**src/rtl/slv_guard_rst_ctrl_pkg.sv**
```systemverilog
// Shared types for the guarded-subordinate reset controller.
//
// Holds the controller state encoding and the default-width cycle counter
// type. When SLV_GUARD_RST_LOCKOUT_EN is defined the state set gains a
// terminal LOCKOUT state that stops further recoveries.
package slv_guard_rst_ctrl_pkg;

    localparam int unsigned CntWidthDefault = 16;

    // Default-width cycle counter / budget type.
    typedef logic [CntWidthDefault-1:0] cnt_t;

    typedef enum logic [2:0] {
        ST_IDLE,
        ST_ISOLATE,
        ST_RESET,
        ST_SETTLE,
        ST_CLEAR
`ifdef SLV_GUARD_RST_LOCKOUT_EN
        , ST_LOCKOUT
`endif
    } rst_state_e;

endpackage

```
**src/rtl/slv_guard_rst_cnt.sv**
```systemverilog
// Loadable down-counter with zero flag, shared by the drain, reset-pulse and
// settle phases of the reset controller.
//
// Ports:
//   clk_i       clock
//   rst_ni      asynchronous active-low reset (count returns to 0)
//   load_i      load load_val_i this cycle (wins over dec_i)
//   load_val_i  value to load
//   dec_i       decrement by one, holding at zero
//   zero_o      count is zero
module slv_guard_rst_cnt #(
    parameter int unsigned Width = 16
) (
    input  logic             clk_i,
    input  logic             rst_ni,
    input  logic             load_i,
    input  logic [Width-1:0] load_val_i,
    input  logic             dec_i,
    output logic             zero_o
);

    logic [Width-1:0] cnt_q;
    logic [Width-1:0] cnt_d;

    // Load takes priority; decrement never wraps below zero.
    always_comb begin
        cnt_d = cnt_q;
        if (load_i) begin
            cnt_d = load_val_i;
        end else if (dec_i && (cnt_q != '0)) begin
            cnt_d = cnt_q - 1'b1;
        end
    end

    // Count register.
    always_ff @(posedge clk_i or negedge rst_ni) begin
        if (!rst_ni) begin
            cnt_q <= '0;
        end else begin
            cnt_q <= cnt_d;
        end
    end

    assign zero_o = (cnt_q == '0);

endmodule

```
**src/rtl/slv_guard_rst_ctrl.sv**
```systemverilog
// Recovery sequencer for a guarded AXI subordinate.
//
// On a guard reset request the port is isolated, in-flight traffic is given a
// bounded time to drain, the subordinate reset is pulsed, the block is given
// time to settle, and finally the port is handed back and the guards' request
// state is cleared with a one-cycle pulse.
//
// Optional feature macro: SLV_GUARD_RST_LOCKOUT_EN
//   Adds parameter MaxRecoveries and output lockout_o. Once MaxRecoveries
//   recoveries have completed, the next request parks the controller in a
//   permanent isolated LOCKOUT state until rst_ni.
//
// Ports:
//   clk_i, rst_ni      clock, asynchronous active-low reset
//   ctrl_ena_i         enable; requests are ignored in IDLE while low
//   guard_rst_req_i    level reset request from the guards
//   pending_i          subordinate still has outstanding transactions
//   drain_budget_i     maximum drain wait cycles
//   rst_len_i          subordinate reset pulse length (0 behaves as 1)
//   settle_i           post-reset settle cycles (0 behaves as 1)
//   isolate_o          gate AXI request/response paths
//   sub_rst_no         active-low reset to the subordinate
//   rst_clear_o        one-cycle pulse clearing guard reset request state
//   busy_o             controller not idle
//   drain_timeout_o    sticky: last drain ran out of budget
//   rec_cnt_o          completed recoveries, saturating
//   lockout_o          (feature only) recovery limit reached
module slv_guard_rst_ctrl
    import slv_guard_rst_ctrl_pkg::*;
#(
    parameter int unsigned CntWidth = $bits(cnt_t),
    parameter int unsigned RecWidth = 8
`ifdef SLV_GUARD_RST_LOCKOUT_EN
    , parameter int unsigned MaxRecoveries = 3
`endif
) (
    input  logic                clk_i,
    input  logic                rst_ni,
    input  logic                ctrl_ena_i,
    input  logic                guard_rst_req_i,
    input  logic                pending_i,
    input  logic [CntWidth-1:0] drain_budget_i,
    input  logic [CntWidth-1:0] rst_len_i,
    input  logic [CntWidth-1:0] settle_i,
    output logic                isolate_o,
    output logic                sub_rst_no,
    output logic                rst_clear_o,
    output logic                busy_o,
    output logic                drain_timeout_o,
    output logic [RecWidth-1:0] rec_cnt_o
`ifdef SLV_GUARD_RST_LOCKOUT_EN
    , output logic              lockout_o
`endif
);

    rst_state_e          state_q, state_d;
    logic                isolate_q, isolate_d;
    logic                subRstN_q, subRstN_d;
    logic                rstClear_q, rstClear_d;
    logic                drainTimeout_q, drainTimeout_d;
    logic [RecWidth-1:0] recCnt_q, recCnt_d;
    logic                cntLoad, cntDec, cntZero;
    logic [CntWidth-1:0] cntLoadVal;
    logic                timeoutSet, timeoutClr;
`ifdef SLV_GUARD_RST_LOCKOUT_EN
    logic                lockout_q, lockout_d;
`endif

    // A phase of N cycles is counted as N-1 down to 0; length 0 is one cycle.
    function automatic logic [CntWidth-1:0] lenToCnt(input logic [CntWidth-1:0] len);
        return (len == '0) ? '0 : len - 1'b1;
    endfunction

    slv_guard_rst_cnt #(
        .Width (CntWidth)
    ) u_cnt (
        .clk_i      (clk_i),
        .rst_ni     (rst_ni),
        .load_i     (cntLoad),
        .load_val_i (cntLoadVal),
        .dec_i      (cntDec),
        .zero_o     (cntZero)
    );

    // Next-state logic. Phase lengths are loaded into the counter on the
    // transition into each phase, so input changes mid-phase are ignored.
    always_comb begin
        state_d    = state_q;
        cntLoad    = 1'b0;
        cntLoadVal = '0;
        cntDec     = 1'b0;
        timeoutSet = 1'b0;
        timeoutClr = 1'b0;
        case (state_q)
            ST_IDLE: begin
                if (ctrl_ena_i && guard_rst_req_i) begin
`ifdef SLV_GUARD_RST_LOCKOUT_EN
                    if (recCnt_q >= RecWidth'(MaxRecoveries)) begin
                        state_d = ST_LOCKOUT;
                    end else
`endif
                    begin
                        state_d    = ST_ISOLATE;
                        cntLoad    = 1'b1;
                        cntLoadVal = drain_budget_i;
                        timeoutClr = 1'b1;
                    end
                end
            end
            ST_ISOLATE: begin
                if (!pending_i || cntZero) begin
                    state_d    = ST_RESET;
                    cntLoad    = 1'b1;
                    cntLoadVal = lenToCnt(rst_len_i);
                    timeoutSet = pending_i;
                end else begin
                    cntDec = 1'b1;
                end
            end
            ST_RESET: begin
                if (cntZero) begin
                    state_d    = ST_SETTLE;
                    cntLoad    = 1'b1;
                    cntLoadVal = lenToCnt(settle_i);
                end else begin
                    cntDec = 1'b1;
                end
            end
            ST_SETTLE: begin
                if (cntZero) begin
                    state_d = ST_CLEAR;
                end else begin
                    cntDec = 1'b1;
                end
            end
            ST_CLEAR: begin
                state_d = ST_IDLE;
            end
`ifdef SLV_GUARD_RST_LOCKOUT_EN
            ST_LOCKOUT: begin
                state_d = ST_LOCKOUT;
            end
`endif
            default: begin
                state_d = ST_IDLE;
            end
        endcase
    end

    // Moore outputs are decoded from the next state and registered, so they
    // change together with the state register.
    always_comb begin
        isolate_d      = (state_d != ST_IDLE);
        subRstN_d      = (state_d != ST_RESET);
        rstClear_d     = (state_d == ST_CLEAR);
        drainTimeout_d = drainTimeout_q;
        if (timeoutClr) begin
            drainTimeout_d = 1'b0;
        end else if (timeoutSet) begin
            drainTimeout_d = 1'b1;
        end
        recCnt_d = recCnt_q;
        if ((state_d == ST_CLEAR) && (state_q != ST_CLEAR) && (recCnt_q != '1)) begin
            recCnt_d = recCnt_q + 1'b1;
        end
`ifdef SLV_GUARD_RST_LOCKOUT_EN
        lockout_d = lockout_q | (state_d == ST_LOCKOUT);
`endif
    end

    // State and output registers; reset releases the subordinate reset.
    always_ff @(posedge clk_i or negedge rst_ni) begin
        if (!rst_ni) begin
            state_q        <= ST_IDLE;
            isolate_q      <= 1'b0;
            subRstN_q      <= 1'b1;
            rstClear_q     <= 1'b0;
            drainTimeout_q <= 1'b0;
            recCnt_q       <= '0;
`ifdef SLV_GUARD_RST_LOCKOUT_EN
            lockout_q      <= 1'b0;
`endif
        end else begin
            state_q        <= state_d;
            isolate_q      <= isolate_d;
            subRstN_q      <= subRstN_d;
            rstClear_q     <= rstClear_d;
            drainTimeout_q <= drainTimeout_d;
            recCnt_q       <= recCnt_d;
`ifdef SLV_GUARD_RST_LOCKOUT_EN
            lockout_q      <= lockout_d;
`endif
        end
    end

    assign isolate_o       = isolate_q;
    assign sub_rst_no      = subRstN_q;
    assign rst_clear_o     = rstClear_q;
    assign busy_o          = (state_q != ST_IDLE);
    assign drain_timeout_o = drainTimeout_q;
    assign rec_cnt_o       = recCnt_q;
`ifdef SLV_GUARD_RST_LOCKOUT_EN
    assign lockout_o       = lockout_q;
`endif

endmodule
```
**config.mk**
```make
export PLATFORM = sky130hd
export DESIGN_NAME = slv_guard_rst_ctrl
export DESIGN_NICKNAME = d
export VERILOG_FILES = /design/src/rtl/slv_guard_rst_ctrl_pkg.sv /design/src/rtl/slv_guard_rst_cnt.sv /design/src/rtl/slv_guard_rst_ctrl.sv
export SDC_FILE = /design/constraint.sdc
export NUM_CORES = 1
export LEC_CHECK = 0
export CAP_MARGIN = 40
export CORE_MARGIN = 2
export CORE_UTILIZATION = 44
export CTS_CLUSTER_SIZE = 24
export DETAILED_ROUTE_END_ITERATION = 8
export GPL_TIMING_DRIVEN = 0
export PLACE_DENSITY = 0.76
export SLEW_MARGIN = 10
export SYNTH_ARGS = -nofsm -noshare
export SYNTH_HDL_FRONTEND = slang
export SYNTH_SLANG_ARGS = --single-unit
export TNS_END_PERCENT = 10
```
**constraint.sdc**
```tcl
create_clock -name clk_i -period 2.6 [get_ports clk_i]
set_clock_uncertainty 0.2 [all_clocks]
set_input_delay 0.39 -clock clk_i [delete_from_list [all_inputs] [get_ports clk_i]]
set_output_delay 0.39 -clock clk_i [all_outputs]
set_load 0.02 [all_outputs]
```
==> impl_metrics.yaml, run 1 <==
layout:
  layout.cell_area.non_filler_mm2: 0.00367
  final_layout_size_suffix_gt1_share_pct: 18.5
  most_common_cell_after_layout_fill_and_taps_aside: "sky130_fd_sc_hd__clkdlybuf4s50_1"
  area_growth_pct: 49.2
  antenna_cells_inserted: 0
  layout_common_cells: "sky130_fd_sc_hd__clkdlybuf4s50_1 (60), sky130_fd_sc_hd__nand2_1 (31), sky130_fd_sc_hd__dfrtp_1 (29)"
  fill_cells: 450
  finalNonFillerCells: 471
  final_nets: 456
sta:
  fin_ws_ns: -0.154
  max_freq_mhz: 363
  worst-slew-pin-transition_ns: 0.798
  headroom_to_the_max_slew_limit_pct: 46.3
  setup-violations-final: 22
  setup_repair_after_global_routing_missed_its_margin: "yes"
  final.period_utilization_pct: 106
  layout_min_cycle_time_ns: 2.75
  report.final.slew_viol_count: 0
  final_hold_viols: 0
  hold_slack_ns: 0.290
power:
  irDropWorstVdd_mv: 0.298
  net-switching-power_uw: 712
  share_comb_of_total_power_pct: 42.7
  leakage_nw: 1.49
  powerDensity_mw_per_mm2: 534
  power.internal_mw: 1.25
  netSwitchingFraction_pct: 36.3
  seq_power_share_pct: 38.7
  clkPwrFrac_pct: 18.5
worst_setup_path:
  worst_path_largest_cell_delay_ns: 0.53
  crit_required_ns: 2.60
  path_depth: 8
  cp_data_arrival_time_ns: 2.76
  ff2ff_path_depth: 8
  crit_buf_inv: 2
  worst-path-max-fanout: 6
  worst_setup_path_start_kind: "flip-flop"
  critical_path_class: "flip-flop to flip-flop"
  critical_path.slowest_cell: "sky130_fd_sc_hd__or4_4"
  critical-path-top-delay-family: "simple AND/OR/NAND/NOR gates"
  worstPathCellList: "or4_4 -> buf_6 -> nor4_4 -> o211ai_1 -> buf_4 -> o21ai_0 -> a211oi_1 -> a21oi_1"
  setup.worst_path.end_class: "flip-flop"
synthesis:
  yosys_warnings: 0
  synth_nets: 358
  synth_seq_cells: 31
  yosysUniqueCellTypes: 50
  synth.cell_area_mm2: 0.00246
  cell_type_contributing_the_most_total_cell_area_after_synthesis: "sky130_fd_sc_hd__dfrtp_1"
  synth_area_leaders: "sky130_fd_sc_hd__dfrtp_1 (31%), sky130_fd_sc_hd__xnor2_1 (7.5%), sky130_fd_sc_hd__xor2_1 (5.7%)"
  proportion_of_synthesized_flip_flops_having_asynchronous_set_or_reset_pct: 100
  synth_sequential_area_ratio_pct: 31.6
  synth-edff-count: 0
  syn_inst: 300
  proportion_of_netlist_area_held_by_the_largest_area_contributor_pct: 30.5
  most_frequently_used_flop_master_after_synthesis: "sky130_fd_sc_hd__dfrtp_1"
  synth.avg_cell_area_um2: 8.20
placed_design:
  placed_cells: 439
  portBuffers: 65
  placed_cell_area_mm2: 0.00321
  post-dp-hpwl_um: 5240
  finalWeightedCongestion: 0.917
route:
  detail_route.drc_violations: 0
  detailedRoute.firstPassIterationCount: 4
  detail_route.vias_per_cell: 5.70
  vias: 2685
  drt-initial-drc-count: 177
  post_drt_wl_per_cell_um: 15.6
  antenna_nets_post_route: 0
  finalWirelength_um: 7330
die:
  die_height_um: 78.8
  pin_count: 66
  start_util_pct: 45.2
  die_width_um: 78.8
  rows: 27
  floorplan.core_area_mm2: 0.00544
  floorplan.die_area_mm2: 0.00620
grt:
  grt_use_total_pct: 24.3
  grt_antenna_before_repair: 0
  via_count_of_the_first_global_routing_pass: 2698
  globalRoute.totalOverflow: 0
  grt_pass1_wl_um: 12000
  grt_max_degree: 32
clocking:
  clock_sinks: 31
  cts_max_path_buffers: 2
  clock_tree.htree_level_count: 2
  cts_buffers: 5
  tritoncts: "done"
  worst_skew_pair.late_latency_ns: 0.28
  cts_root_buffer: "sky130_fd_sc_hd__clkbuf_8"
  cts.reportedPaths.clkPinSlew_ns: 0.07
worst_hold_path:
  timing.hold.worst.class: "flip-flop to flip-flop"
  timing.hold.worst_path_depth: 1
outcome:
  violations: "negative setup slack"
  run_status: "complete, but fails checks"
flow_run:
  cap_viol_max_count: 0
## worst reg2reg max path: cells and delay by family, from the launching register on
kind / cells / cell delay [ns]
buffers and inverters: 2 / 0.37
DFF: 1 / 0.41
and+or+nand+nor: 2 / 0.96
AOI/OAI and AO/OA: 4 / 0.74
## cells in the mapped netlist, types with 3 or more instances
cell type and instances:
sky130_fd_sc_hd__a21oi_1 21, sky130_fd_sc_hd__nor4_1 10, sky130_fd_sc_hd__nand4b_1 3, sky130_fd_sc_hd__clkbuf_1 3
sky130_fd_sc_hd__a211oi_1 7, sky130_fd_sc_hd__or3_1 3, sky130_fd_sc_hd__nor3b_1 4, sky130_fd_sc_hd__nor3_1 19
sky130_fd_sc_hd__dfrtp_1 30, sky130_fd_sc_hd__inv_1 13, sky130_fd_sc_hd__o31ai_1 3, sky130_fd_sc_hd__ha_1 5
sky130_fd_sc_hd__nand2_1 31, sky130_fd_sc_hd__nand4_1 6, sky130_fd_sc_hd__nand3_1 9, sky130_fd_sc_hd__or4_1 4
sky130_fd_sc_hd__a31oi_1 3, sky130_fd_sc_hd__xnor2_1 21, sky130_fd_sc_hd__o211ai_1 3, sky130_fd_sc_hd__or4_4 3
sky130_fd_sc_hd__nor2_1 26, sky130_fd_sc_hd__and3_1 4, sky130_fd_sc_hd__o21ai_0 19, sky130_fd_sc_hd__xor2_1 16
## power by group through the flow
stage                     registers [mW]  clock network, mW  logic [mW]
after global placement             0.795                  0       0.597
after floorplan                    0.776                  0       0.401
after CTS                          0.750              0.371       0.795
final                              0.760              0.364       0.838
after detailed placement           0.802                  0       0.609
after global routing               0.771              0.394       0.916
## logic make-up (layout without fill, tap and decap cells)
kind of cell / count (synthesis) / after routing / share of synthesized area [%]
buf+inv: 19 / 118 / 3.31
flops: 31 / 31 / 31.6
simple gates: 131 / 131 / 28.4
xor+xnor: 37 / 37 / 13.2
mux: 4 / 4 / 1.73
compound gates: 73 / 73 / 19.2
fa+ha+maj: 5 / 5 / 2.54
## state kept, by name, summed over array words and instances (netlist names)
register / cells
u_cnt.cnt_q: 16
rec_cnt_o: 8
state_q: 3
drain_timeout_o: 1
isolate_o: 1
rst_clear_o: 1
sub_rst_no: 1
## final cells by class
class	instances	area, um^2	area share (%)
multi-input cells	250	1740	47.4
flip-flops and latches	31	778	21.2
clock inverters	3	15.0	0.409
plain buffers	5	45.0	1.23
clock buffers	5	68.8	1.88
well taps	72	90.1	2.45
inverters	13	48.8	1.33
repair buffers	92	883	24.1
## final timing paths
check | from | to | slack, ns
hold reg to reg | rec_cnt_o[5] | rec_cnt_o[5] | 0.29
hold / removal | rec_cnt_o[5] | rec_cnt_o[5] | 0.29
max in group asynchronous | rst_ni | u_cnt.cnt_q[2] | 1.23
setup reg to reg | u_cnt.cnt_q[2] | u_cnt.cnt_q[8] | -0.15
setup / recovery | u_cnt.cnt_q[2] | u_cnt.cnt_q[8] | -0.15
min in group asynchronous | rst_ni | rec_cnt_o[4] | 0.48
## per-stage QoR
| stage | setup slack [ns] | power (mW) | util [%] | TNS (ns) |
|---|---|---|---|---|
| floorplan | -0.216 | 1.18 | - | -0.932 |
| global placement | -1.16 | 1.39 | 58.9 | -17.03 |
| detailed placement | -0.761 | 1.41 | 59.1 | -11.14 |
| CTS | -0.0958 | 1.92 | 64.9 | -0.466 |
| global route | -0.202 | 2.08 | 67.5 | -2.77 |
| finish | -0.154 | 1.96 | 67.5 | -1.42 |
## metal layers
| layer | part of all wire [%] | track usage, % | routed length, um | vias up |
|---|---|---|---|---|
| li1 | - | - | - | 1299 |
| met1 | 42 | 29.2 | 3050 | 1233 |
| met2 | 49 | 42.2 | 3570 | 129 |
| met3 | 6.7 | 3.64 | 491 | 24 |
| met4 | 3.1 | 12.1 | 225 | 0 |
| met5 | 0 | 0 | 0 | - |
## timing repair
item,in CTS,in global routing
setup buffers,20,3
resized for setup,26,34
endpoints found under the setup margin,23,23
endpoints found under the hold margin,30,0
gates cloned,0,1
pin swaps,11,14
hold buffers,1,0
Power figures use the tool's default switching activity.
==> inputs of run 2 (changes only) <==
- PLACE_DENSITY: 0.76 -> 0.77
==> run 2 against run 1 <==
  * The flow still finishes with violations (negative setup slack)
  * Sequential power increased by 3.7%
  * Die area is the same
  * Design area grew 1.9%
  * Combinational power down 3.7%
  * Via count is 3.8% higher
  * Global-route usage down 0.73 points
  * Critical path type unchanged
  * Critical endpoint is now rec_cnt_o[7]
  * Largest cell class unchanged
==> impl_metrics.yaml, run 2 (same netlist as run 1, synthesis figures left out) <==
die:
  die_width_um: 78.8
  floorplan.core_area_mm2: 0.00544
  floorplan.die_area_mm2: 0.00620
  pin_count: 66
  start_util_pct: 45.2
  die_height_um: 78.8
  rows: 27
sta:
  headroom_to_the_max_slew_limit_pct: 43.7
  final_hold_viols: 0
  report.final.slew_viol_count: 0
  setup_repair_after_global_routing_missed_its_margin: "yes"
  fin_ws_ns: -0.154
  max_freq_mhz: 363
  layout_min_cycle_time_ns: 2.75
  final.period_utilization_pct: 106
  setup-violations-final: 20
  worst-slew-pin-transition_ns: 0.836
layout:
  layout.cell_area.non_filler_mm2: 0.00374
  fill_cells: 429
  antenna_cells_inserted: 0
  largest_register_ffs: 16
  registers.top_by_ff_count: "u_cnt.cnt_q"
  final_layout_size_suffix_gt1_share_pct: 20.6
  layout_common_cells: "sky130_fd_sc_hd__clkdlybuf4s50_1 (62), sky130_fd_sc_hd__nand2_1 (31), sky130_fd_sc_hd__dfrtp_1 (29)"
  final_util_pct: 68.7
  most_common_cell_after_layout_fill_and_taps_aside: "sky130_fd_sc_hd__clkdlybuf4s50_1"
  final_nets: 460
  area_growth_pct: 52.0
clocking:
  worst_skew_pair.late_latency_ns: 0.28
  clock_tree.htree_level_count: 2
  cts_buffers: 5
  clock_sinks: 31
  cts_max_path_buffers: 2
  tritoncts: "done"
  cts.reportedPaths.clkPinSlew_ns: 0.07
  cts_root_buffer: "sky130_fd_sc_hd__clkbuf_8"
worst_setup_path:
  critical_path_class: "flip-flop to flip-flop"
  ff2ff_path_depth: 8
  worst_setup_path_start_kind: "flip-flop"
  crit_required_ns: 2.60
  r2r_setup_slack_ns: -0.15
  critPathLaunch: "u_cnt.cnt_q[1]"
  timing.rr.start: "u_cnt.cnt_q[1]"
  rr_endpoint: "rec_cnt_o[7]"
  setup.worst_path.end_class: "flip-flop"
  cp_data_arrival_time_ns: 2.75
  worst-path-max-fanout: 7
outcome:
  violations: "negative setup slack"
  run_status: "complete, but fails checks"
grt:
  grt_max_degree: 32
  globalRouteMet1Util_pct: 28.0
  grt_most_used_layer: "met2"
  globalRoute.totalOverflow: 0
  via_count_of_the_first_global_routing_pass: 2537
  gr-usage-met3_pct: 4.66
  grt_antenna_before_repair: 0
  global_route.usage.met2_pct: 42.5
  grt_pass1_wl_um: 11500
  grt_use_total_pct: 23.6
route:
  detailedRoute.firstPassIterationCount: 5
  antenna_nets_post_route: 0
  post_drt_wl_per_cell_um: 16.4
  finalWirelength_um: 7800
  vias: 2787
  drt-initial-drc-count: 211
  detail_route.vias_per_cell: 5.87
  detail_route.drc_violations: 0
power:
  irDropWorstVdd_mv: 0.328
  leakage_nw: 1.48
  powerDensity_mw_per_mm2: 541
placed_design:
  portBuffers: 65
  finalWeightedCongestion: 0.936
  post-dp-hpwl_um: 5370
  placed_cell_area_mm2: 0.00321
flow_run:
  cap_viol_max_count: 0
worst_hold_path:
  hold_start: "drain_timeout_o"
  timing.hold.worst.class: "flip-flop to flip-flop"
  timing.hold.worst_path_depth: 2
  timing.hold.worst_endpoint: "drain_timeout_o"
run 2: per-stage QoR:
| stage | hold WS [ns] | total power [mW] | TNS [ns] | std cells | setup WS (ns) |
|---|---|---|---|---|---|
| floorplan | -0.106 | 1.18 | -0.932 | 300 | -0.216 |
| global placement | 0.288 | 1.39 | -17.10 | 437 | -1.18 |
| detailed placement | 0.261 | 1.41 | -11.80 | 438 | -0.827 |
| CTS | 0.304 | 1.96 | -0.947 | 462 | -0.126 |
| global route | 0.335 | 2.12 | -2.88 | 475 | -0.211 |
| finish | 0.305 | 2.02 | -1.82 | 475 | -0.154 |
run 2: routing by layer:
metal / wire, um / vias up
li1: - / 1319
met1: 3140 / 1311
met2: 4010 / 147
met3: 555 / 10
met4: 89 / 0
met5: 0 / -
run 2: worst max-delay path by stage:
stage / cells after the start / endpoint / slack, ns
global route: 8 / rec_cnt_o[7] / -0.21
CTS: 8 / rec_cnt_o[7] / -0.13
floorplan: 7 / rec_cnt_o[7] / -0.22
detailed placement: 9 / u_cnt.cnt_q[4] / -0.83
finish: 8 / rec_cnt_o[7] / -0.15
global placement: 8 / u_cnt.cnt_q[6] / -1.18
run 2: power by group:
part           internal, mW  switching [mW]  total [mW]
Combinational         0.411           0.396       0.807
Clock                 0.241           0.187       0.428
Sequential            0.633           0.155       0.788
run 2: repair_timing:
action,4_1_cts,5_1_grt
pin swaps,15,12
hold buffers,1,0
gates cloned,0,1
endpoints found under the hold margin,30,0
endpoints found under the setup margin,23,23
gates resized for setup,36,26
buffers inserted,16,12
run 2: layout make-up:
cell class                 instances  area, um^2  share of cell area, %
buffer                             5        41.3                   1.10
clock buffer                       7        96.3                   2.58
clock inverter                     1        7.51                  0.201
inverter                          13        48.8                   1.31
multi-input combinational        251        1790                   47.8
sequential                        31         778                   20.8
tap                               72        90.1                   2.41
timing repair buffer              95         888                   23.8
run 2: critical path, stage by stage, from the launching register on:
cell	delay, ns
sky130_fd_sc_hd__dfrtp_1	0.41
sky130_fd_sc_hd__inv_2	0.09
sky130_fd_sc_hd__ha_4	0.12
sky130_fd_sc_hd__or3b_4	0.38
sky130_fd_sc_hd__or4_4	0.62
sky130_fd_sc_hd__a311oi_4	0.28
sky130_fd_sc_hd__and4_4	0.30
sky130_fd_sc_hd__nand3_2	0.08
sky130_fd_sc_hd__xnor2_1	0.18
